===== src/rtl/maze_pkg.sv =====
// Shared maze definitions: direction codes used by the location-update
// datapath and its inverse decoder, the coordinate limit, and the
// decoder FSM encoding.
package maze_pkg;

    // Direction codes. X moves iff ^dir == 1; dir[0] == 1 means +1.
    localparam logic [1:0] DIR_YDEC = 2'b00;
    localparam logic [1:0] DIR_XINC = 2'b01;
    localparam logic [1:0] DIR_XDEC = 2'b10;
    localparam logic [1:0] DIR_YINC = 2'b11;

    // Largest coordinate for the default 4-bit coordinate width.
    localparam logic [3:0] COORD_MAX = 4'hF;

    typedef enum logic [1:0] {
        ST_IDLE  = 2'd0,
        ST_RUN   = 2'd1,
        ST_DRAIN = 2'd2,
        ST_ERR   = 2'd3
    } decState_t;

endpackage


===== src/rtl/dir_fifo.sv =====
// Small synchronous FIFO with a registered head output.
// Ports:
//   clk, rst    clock (rising edge), async active-low reset
//   push, pop   write / read strobes (ignored when full / empty)
//   flush       empties the FIFO, takes priority over push/pop
//   din, dout   write data / registered head-of-queue data
//   full, empty occupancy flags
//   oneLeft     exactly one entry stored
module dir_fifo #(
    parameter int WIDTH = 2,
    parameter int DEPTH = 4
) (
    input  logic             clk,
    input  logic             rst,
    input  logic             push,
    input  logic             pop,
    input  logic             flush,
    input  logic [WIDTH-1:0] din,
    output logic [WIDTH-1:0] dout,
    output logic             full,
    output logic             empty,
    output logic             oneLeft
);
    localparam int PW = $clog2(DEPTH);
    localparam int CW = PW + 1;

    logic [WIDTH-1:0] mem [DEPTH];
    logic [PW-1:0]    wrPtr;
    logic [PW-1:0]    rdPtr;
    logic [CW-1:0]    count;
    logic             doPush;
    logic             doPop;

    assign full    = (count == CW'(DEPTH));
    assign empty   = (count == '0);
    assign oneLeft = (count == CW'(1));
    assign doPush  = push && !full;
    assign doPop   = pop && !empty;

    always_ff @(posedge clk) begin
        if (doPush && !flush) mem[wrPtr] <= din;
    end

    // Pointers are log2(DEPTH) wide, so they wrap modulo DEPTH on their own.
    always_ff @(posedge clk or negedge rst) begin
        if (!rst) begin
            wrPtr <= '0;
            rdPtr <= '0;
            count <= '0;
            dout  <= '0;
        end else if (flush) begin
            wrPtr <= '0;
            rdPtr <= '0;
            count <= '0;
            dout  <= '0;
        end else begin
            if (doPush) wrPtr <= wrPtr + PW'(1);
            if (doPop)  rdPtr <= rdPtr + PW'(1);
            case ({doPush, doPop})
                2'b10:   count <= count + CW'(1);
                2'b01:   count <= count - CW'(1);
                default: count <= count;
            endcase
            // Keep dout equal to the entry that will be at the head next cycle.
            if (doPop) begin
                if (count > CW'(1))
                    dout <= mem[rdPtr + PW'(1)];
                else if (doPush)
                    dout <= din;
            end else if (empty && doPush) begin
                dout <= din;
            end
        end
    end

endmodule


===== src/rtl/loc_dir_decoder.sv =====
// Recovers move directions from a stream of successive maze locations
// {X,Y}; non-adjacent steps raise a sticky error. Directions are queued
// in dir_fifo for the replay/display logic.
// Ports:
//   clk, rst               clock, async active-low reset
//   start, origin          restart pulse and starting location
//   locIn, locLast,
//   locValid, locReady     location stream (valid/ready handshake)
//   dirOut, dirValid,
//   dirReady               direction stream from FIFO head
//   err, errLoc            sticky illegal-step flag and offending location
//   done                   pulse when the final direction has been popped
//
// state    | meaning
// ---------+------------------------------------------------------
// ST_IDLE  | waiting for start, no locations accepted
// ST_RUN   | accepting locations while FIFO has room
// ST_DRAIN | last location seen, waiting for FIFO to empty
// ST_ERR   | illegal step seen, FIFO drains, only start exits
module loc_dir_decoder
    import maze_pkg::*;
#(
    parameter int FIFO_DEPTH = 4,
    parameter int COORD_W    = 4
) (
    input  logic               clk,
    input  logic               rst,
    input  logic               start,
    input  logic [2*COORD_W-1:0] origin,
    input  logic [2*COORD_W-1:0] locIn,
    input  logic               locLast,
    input  logic               locValid,
    output logic               locReady,
    output logic [1:0]         dirOut,
    output logic               dirValid,
    input  logic               dirReady,
    output logic               err,
    output logic [2*COORD_W-1:0] errLoc,
    output logic               done
);
    localparam int LOC_W = 2 * COORD_W;

    decState_t          state;
    logic [LOC_W-1:0]   prev;
    logic [COORD_W-1:0] curX, curY, prvX, prvY;
    logic               xInc, xDec, yInc, yDec;
    logic               stepLegal;
    logic [1:0]         stepDir;
    logic               accept, push, pop;
    logic               fifoFull, fifoEmpty, fifoOneLeft;

    assign curX = locIn[LOC_W-1:COORD_W];
    assign curY = locIn[COORD_W-1:0];
    assign prvX = prev[LOC_W-1:COORD_W];
    assign prvY = prev[COORD_W-1:0];

    // Edge guards reject 0<->max wraps that the +-1 compare would otherwise allow.
    assign xInc = (curY == prvY) && (prvX != '1) && (curX == prvX + COORD_W'(1));
    assign xDec = (curY == prvY) && (prvX != '0) && (curX == prvX - COORD_W'(1));
    assign yInc = (curX == prvX) && (prvY != '1) && (curY == prvY + COORD_W'(1));
    assign yDec = (curX == prvX) && (prvY != '0) && (curY == prvY - COORD_W'(1));
    assign stepLegal = xInc || xDec || yInc || yDec;

    always_comb begin
        stepDir = DIR_YDEC;
        if (xInc)      stepDir = DIR_XINC;
        else if (xDec) stepDir = DIR_XDEC;
        else if (yInc) stepDir = DIR_YINC;
    end

    // locReady depends only on registered state, never on dirReady.
    assign locReady = (state == ST_RUN) && !fifoFull;
    assign accept   = locValid && locReady && !start;
    assign push     = accept && stepLegal;
    assign pop      = dirValid && dirReady;
    assign dirValid = !fifoEmpty;

    dir_fifo #(
        .WIDTH(2),
        .DEPTH(FIFO_DEPTH)
    ) uFifo (
        .clk    (clk),
        .rst    (rst),
        .push   (push),
        .pop    (pop),
        .flush  (start),
        .din    (stepDir),
        .dout   (dirOut),
        .full   (fifoFull),
        .empty  (fifoEmpty),
        .oneLeft(fifoOneLeft)
    );

    always_ff @(posedge clk or negedge rst) begin
        if (!rst) begin
            state  <= ST_IDLE;
            prev   <= '0;
            err    <= 1'b0;
            errLoc <= '0;
            done   <= 1'b0;
        end else begin
            done <= 1'b0;
            if (start) begin
                state  <= ST_RUN;
                prev   <= origin;
                err    <= 1'b0;
                errLoc <= '0;
            end else begin
                case (state)
                    ST_RUN: begin
                        if (accept) begin
                            if (stepLegal) begin
                                prev <= locIn;
                                if (locLast) state <= ST_DRAIN;
                            end else begin
                                err    <= 1'b1;
                                errLoc <= locIn;
                                state  <= ST_ERR;
                            end
                        end
                    end
                    ST_DRAIN: begin
                        if (pop && fifoOneLeft) begin
                            done  <= 1'b1;
                            state <= ST_IDLE;
                        end
                    end
                    default: state <= state;
                endcase
            end
        end
    end

endmodule


===== config.mk =====
export PLATFORM = sky130hd
export DESIGN_NAME = loc_dir_decoder
export DESIGN_NICKNAME = d
export VERILOG_FILES = /design/src/rtl/maze_pkg.sv /design/src/rtl/dir_fifo.sv /design/src/rtl/loc_dir_decoder.sv
export SDC_FILE = /design/constraint.sdc
export NUM_CORES = 1
export LEC_CHECK = 0
export BUFFER_PORTS_ARGS = -buffer_cell sky130_fd_sc_hd__buf_4
export CAP_MARGIN = 20
export CORE_UTILIZATION = 50
export DETAILED_ROUTE_END_ITERATION = 12
export PLACE_DENSITY_LB_ADDON = 0.08
export SYNTH_ARGS = -nofsm -noshare
export SYNTH_HDL_FRONTEND = slang
export SYNTH_SLANG_ARGS = --single-unit

===== constraint.sdc =====
create_clock -name clk -period 7.4 [get_ports clk]
set_input_delay 0.74 -clock clk [delete_from_list [all_inputs] [get_ports clk]]
set_output_delay 0.74 -clock clk [all_outputs]
set_load 0.005 [all_outputs]

==> flow_summary_export.csv <==
group,metric,value,unit
synth,synth_edf_count,8,
synth,synth_area,2366,um2
synth,synth-main-ff-cell,"dfrtp_1",
clock_network,clockBufferDepth,2,
finish,syn_to_final_growth,17.03,%
synth,synth_common_cells,"29 x dfrtp_1, 16 x nand2_1, 16 x nor2_1",
timing,tightest_slew,656.3,ps
worst_setup_path,worstRegToRegCells,9,
route,finalWirelength,5.036,mm
power,p_per_area,233.2,nW/um2
floorplanning,rows,24,
placement,io_buffers,35,
synth,synth_cell_type_count,47,
clock_network,cts_buffers,5,
timing,hold_viol,0,
floorplanning,die_h,70.79,um
timing,timing.final.crit_period,2767,ps
outcome,outcome,"finished with violations",
clock_network,cts_root_buf,"clkbuf_8",
floorplanning,core-area,4444,um2
synth,synth_nets,270,
worst_setup_path,arrival,2930,ps
worst_setup_path,critical-path-top-delay-family,"simple AND/OR/NAND/NOR gates",
route,drc,4,
clock_network,worst_skew_pair.late_latency,290,ps
worst_hold_path,hold_path_class,"in -> async",
placement,dpl.hpwl,3.728,mm
clock_network,cts_resized,0,
finish,antennaDiodeCount,0,
route,routed_via_density,5.634,
floorplanning,dieArea,5011,um2
synth,yosys.cell_count.top_type,"dfrtp_1",
global_route,grt_first_pass_wirelength,8.424,mm
worst_setup_path,slowest_stage,"nand3_1",
clock_network,ctsHoldBuffers,0,
power,fin_total_pwr,645.6,uW
clock_network,clk_pin_slew,70,ps
job,cap_violations,0,
clock_network,cts_setup_buffers,0,
timing,fmax,361.4,MHz
worst_setup_path,endpoint_kind,"register",
route,ant_nets,0,
global_route,grt_usage,0.2169,
power,leakage,0.001281,uW
route,dr_total_vias,1803,
floorplanning,ioPinCount,36,
worst_setup_path,rrSetupSlack,4670,ps
finish,nNetsFinal,301,
worst_setup_path,crit_type,"in -> reg",
route,wire_per_inst,15.74,um
finish,layout-drive-gt1-share,0.2313,
floorplanning,start_util,0.5324,
timing,setup_violations,0,
synth,synth.top_cell.area_share,0.3067,
global_route,grt_start_max_net_pins,37,
worst_setup_path,r2r-start,"prev[4]",
synth,synth_seq_cells,37,
global_route,antenna_found_initial,0,
route,drt_iter0_markers,102,
synth,yosys_warnings,0,
synth,seq_area_frac_synth,0.4082,
clock_network,cts_tree,"built",
power,peakVddDrop,0.0001509,V
timing,maxSlewViolCount,0,
finish,n_fill_cell,396,
worst_setup_path,critPathMaxStageDelay,570,ps
placement,place_ws,4340,ps
floorplanning,die_w,70.79,um
worst_setup_path,crit_path_start_kind,"primary input",
timing,post-route-period-util,0.3740,
worst_setup_path,crit_fanout,10,
placement,gp_congestion,0.8802,
timing,rsz0062_at_grt,"no",
synth,synthArstFlopShare,0.7838,
synth,yosys.area.top_type,"dfrtp_1",
worst_setup_path,crit_required,7560,ps
global_route,grt_pass1_vias,1755,
global_route,grt-ovfl-total,0,
outcome,violations,"DRC",
timing,slew_headroom,0.5612,
timing,fin_skew,3.074,ps
worst_setup_path,regToRegEndpoint,"prev[2]",
worst_setup_path,path_cells,"buf_4, xor2_1, or2_2, and4bb_2, a22oi_2, nand3_1, mux2i_1, nor2_1",
route,dr.pass1.iters,8,
timing,finalWorstSetupSlack,4633,ps
clock_network,cts_htree_levels,2,
clock_network,cts.sinks,37,
worst_setup_path,crit_buf_inv,1,
synth,synth_cells,236,
timing,tns,0,ps
synth,ys_top_cells_by_area,"dfrtp_1 31%, edfxtp_1 10%, ha_1 6.3%, mux2i_1 6.3%, xnor2_1 3.7%",
synth,avgSynthCellArea,10.03,um2
==> per-stage QoR <==
step	cell area, um2	cells	utilization	hold WS (ps)
floorplan	2366	236	-	444.4
global placement	2635	312	0.5929	512.2
detailed placement	2635	312	0.5929	517.7
CTS	2769	320	0.6230	381.8
global route	2769	320	0.6230	399.6
finish	2769	320	0.6230	364.9
==> metal layers <==
metal | track usage | wire length, um
met5 | 0 | 0
met4 | 0.08000 | 80
met3 | 0.04274 | 216
met2 | 0.3280 | 2199
met1 | 0.3110 | 2539
==> cell families (layout without fill, tap and decap cells) <==
logic type      count (synthesis)  after routing  share of synthesized area
xor+xnor                       22             22                    0.08778
simple gates                   78             78                     0.1814
flops                          37             37                     0.4083
fa+ha+maj                      12             12                    0.06346
buf+inv                        26             58                    0.04865
mux                            18             18                    0.08725
compound gates                 43             43                     0.1232
==> final cells by class <==
type / instances / area, um2 / area share
Clock inverter: 3 / 65.06 / 0.02350
Inverter: 15 / 56.30 / 0.02033
Clock buffer: 5 / 68.82 / 0.02485
Multi-Input combinational cell: 173 / 1285 / 0.4641
Tap cell: 52 / 65.06 / 0.02350
Sequential cell: 37 / 965.9 / 0.3488
Timing Repair Buffer: 35 / 262.8 / 0.09489
==> registers in the layout (all words and copies together), names as in the netlist <==
register / cells
uFifo.rdPtr: 2
done: 1
err: 1
prev: 8
errLoc: 8
state: 2
uFifo.count: 3
uFifo.wrPtr: 2
uFifo.dout: 2
uFifo.mem: 8
==> cell usage in the layout, fill, tap and decap left out, types with 2 or more instances in the layout <==
master	synthesis	layout
a31oi_1	2	2
a22oi_1	2	2
a22oi_2	2	2
and2_1	2	2
nand4_1	3	3
o22ai_1	2	2
mux4_2	2	2
xor2_1	10	10
nand3_1	9	9
inv_1	15	15
nand3b_1	3	3
and3_1	6	6
o21ba_2	2	2
bufinv_16	0	2
nor3b_1	2	2
xnor2_1	10	10
mux2i_1	15	15
nor2_1	16	16
xor2_2	2	2
ha_1	12	12
clkbuf_8	0	5
buf_4	2	35
o21ai_0	11	11
a21oi_1	14	14
o2111ai_1	2	2
nand2_1	16	16
nand2b_1	2	2
dfrtp_1	29	29
edfxtp_1	8	8
or2_2	5	5
nor3_1	7	7
==> report_power, final <==
group          switching, uW  internal (uW)
Clock                   71.5            134
Sequential              21.2            228
Combinational            104           87.3
Total                    197            449
==> worst max-delay path by stage <==
stage | end | cells past startpoint | startpoint | slack [ps]
floorplan | uFifo.mem[0][0] | 7 | locIn[2] | 4800
global placement | uFifo.mem[3][1] | 7 | locIn[2] | 4460
detailed placement | errLoc[6] | 8 | locIn[3] | 4340
CTS | prev[2] | 9 | prev[4] | 4640
global route | errLoc[2] | 8 | locIn[3] | 4400
finish | errLoc[6] | 8 | locIn[3] | 4630
Power figures use the tool's default switching activity.
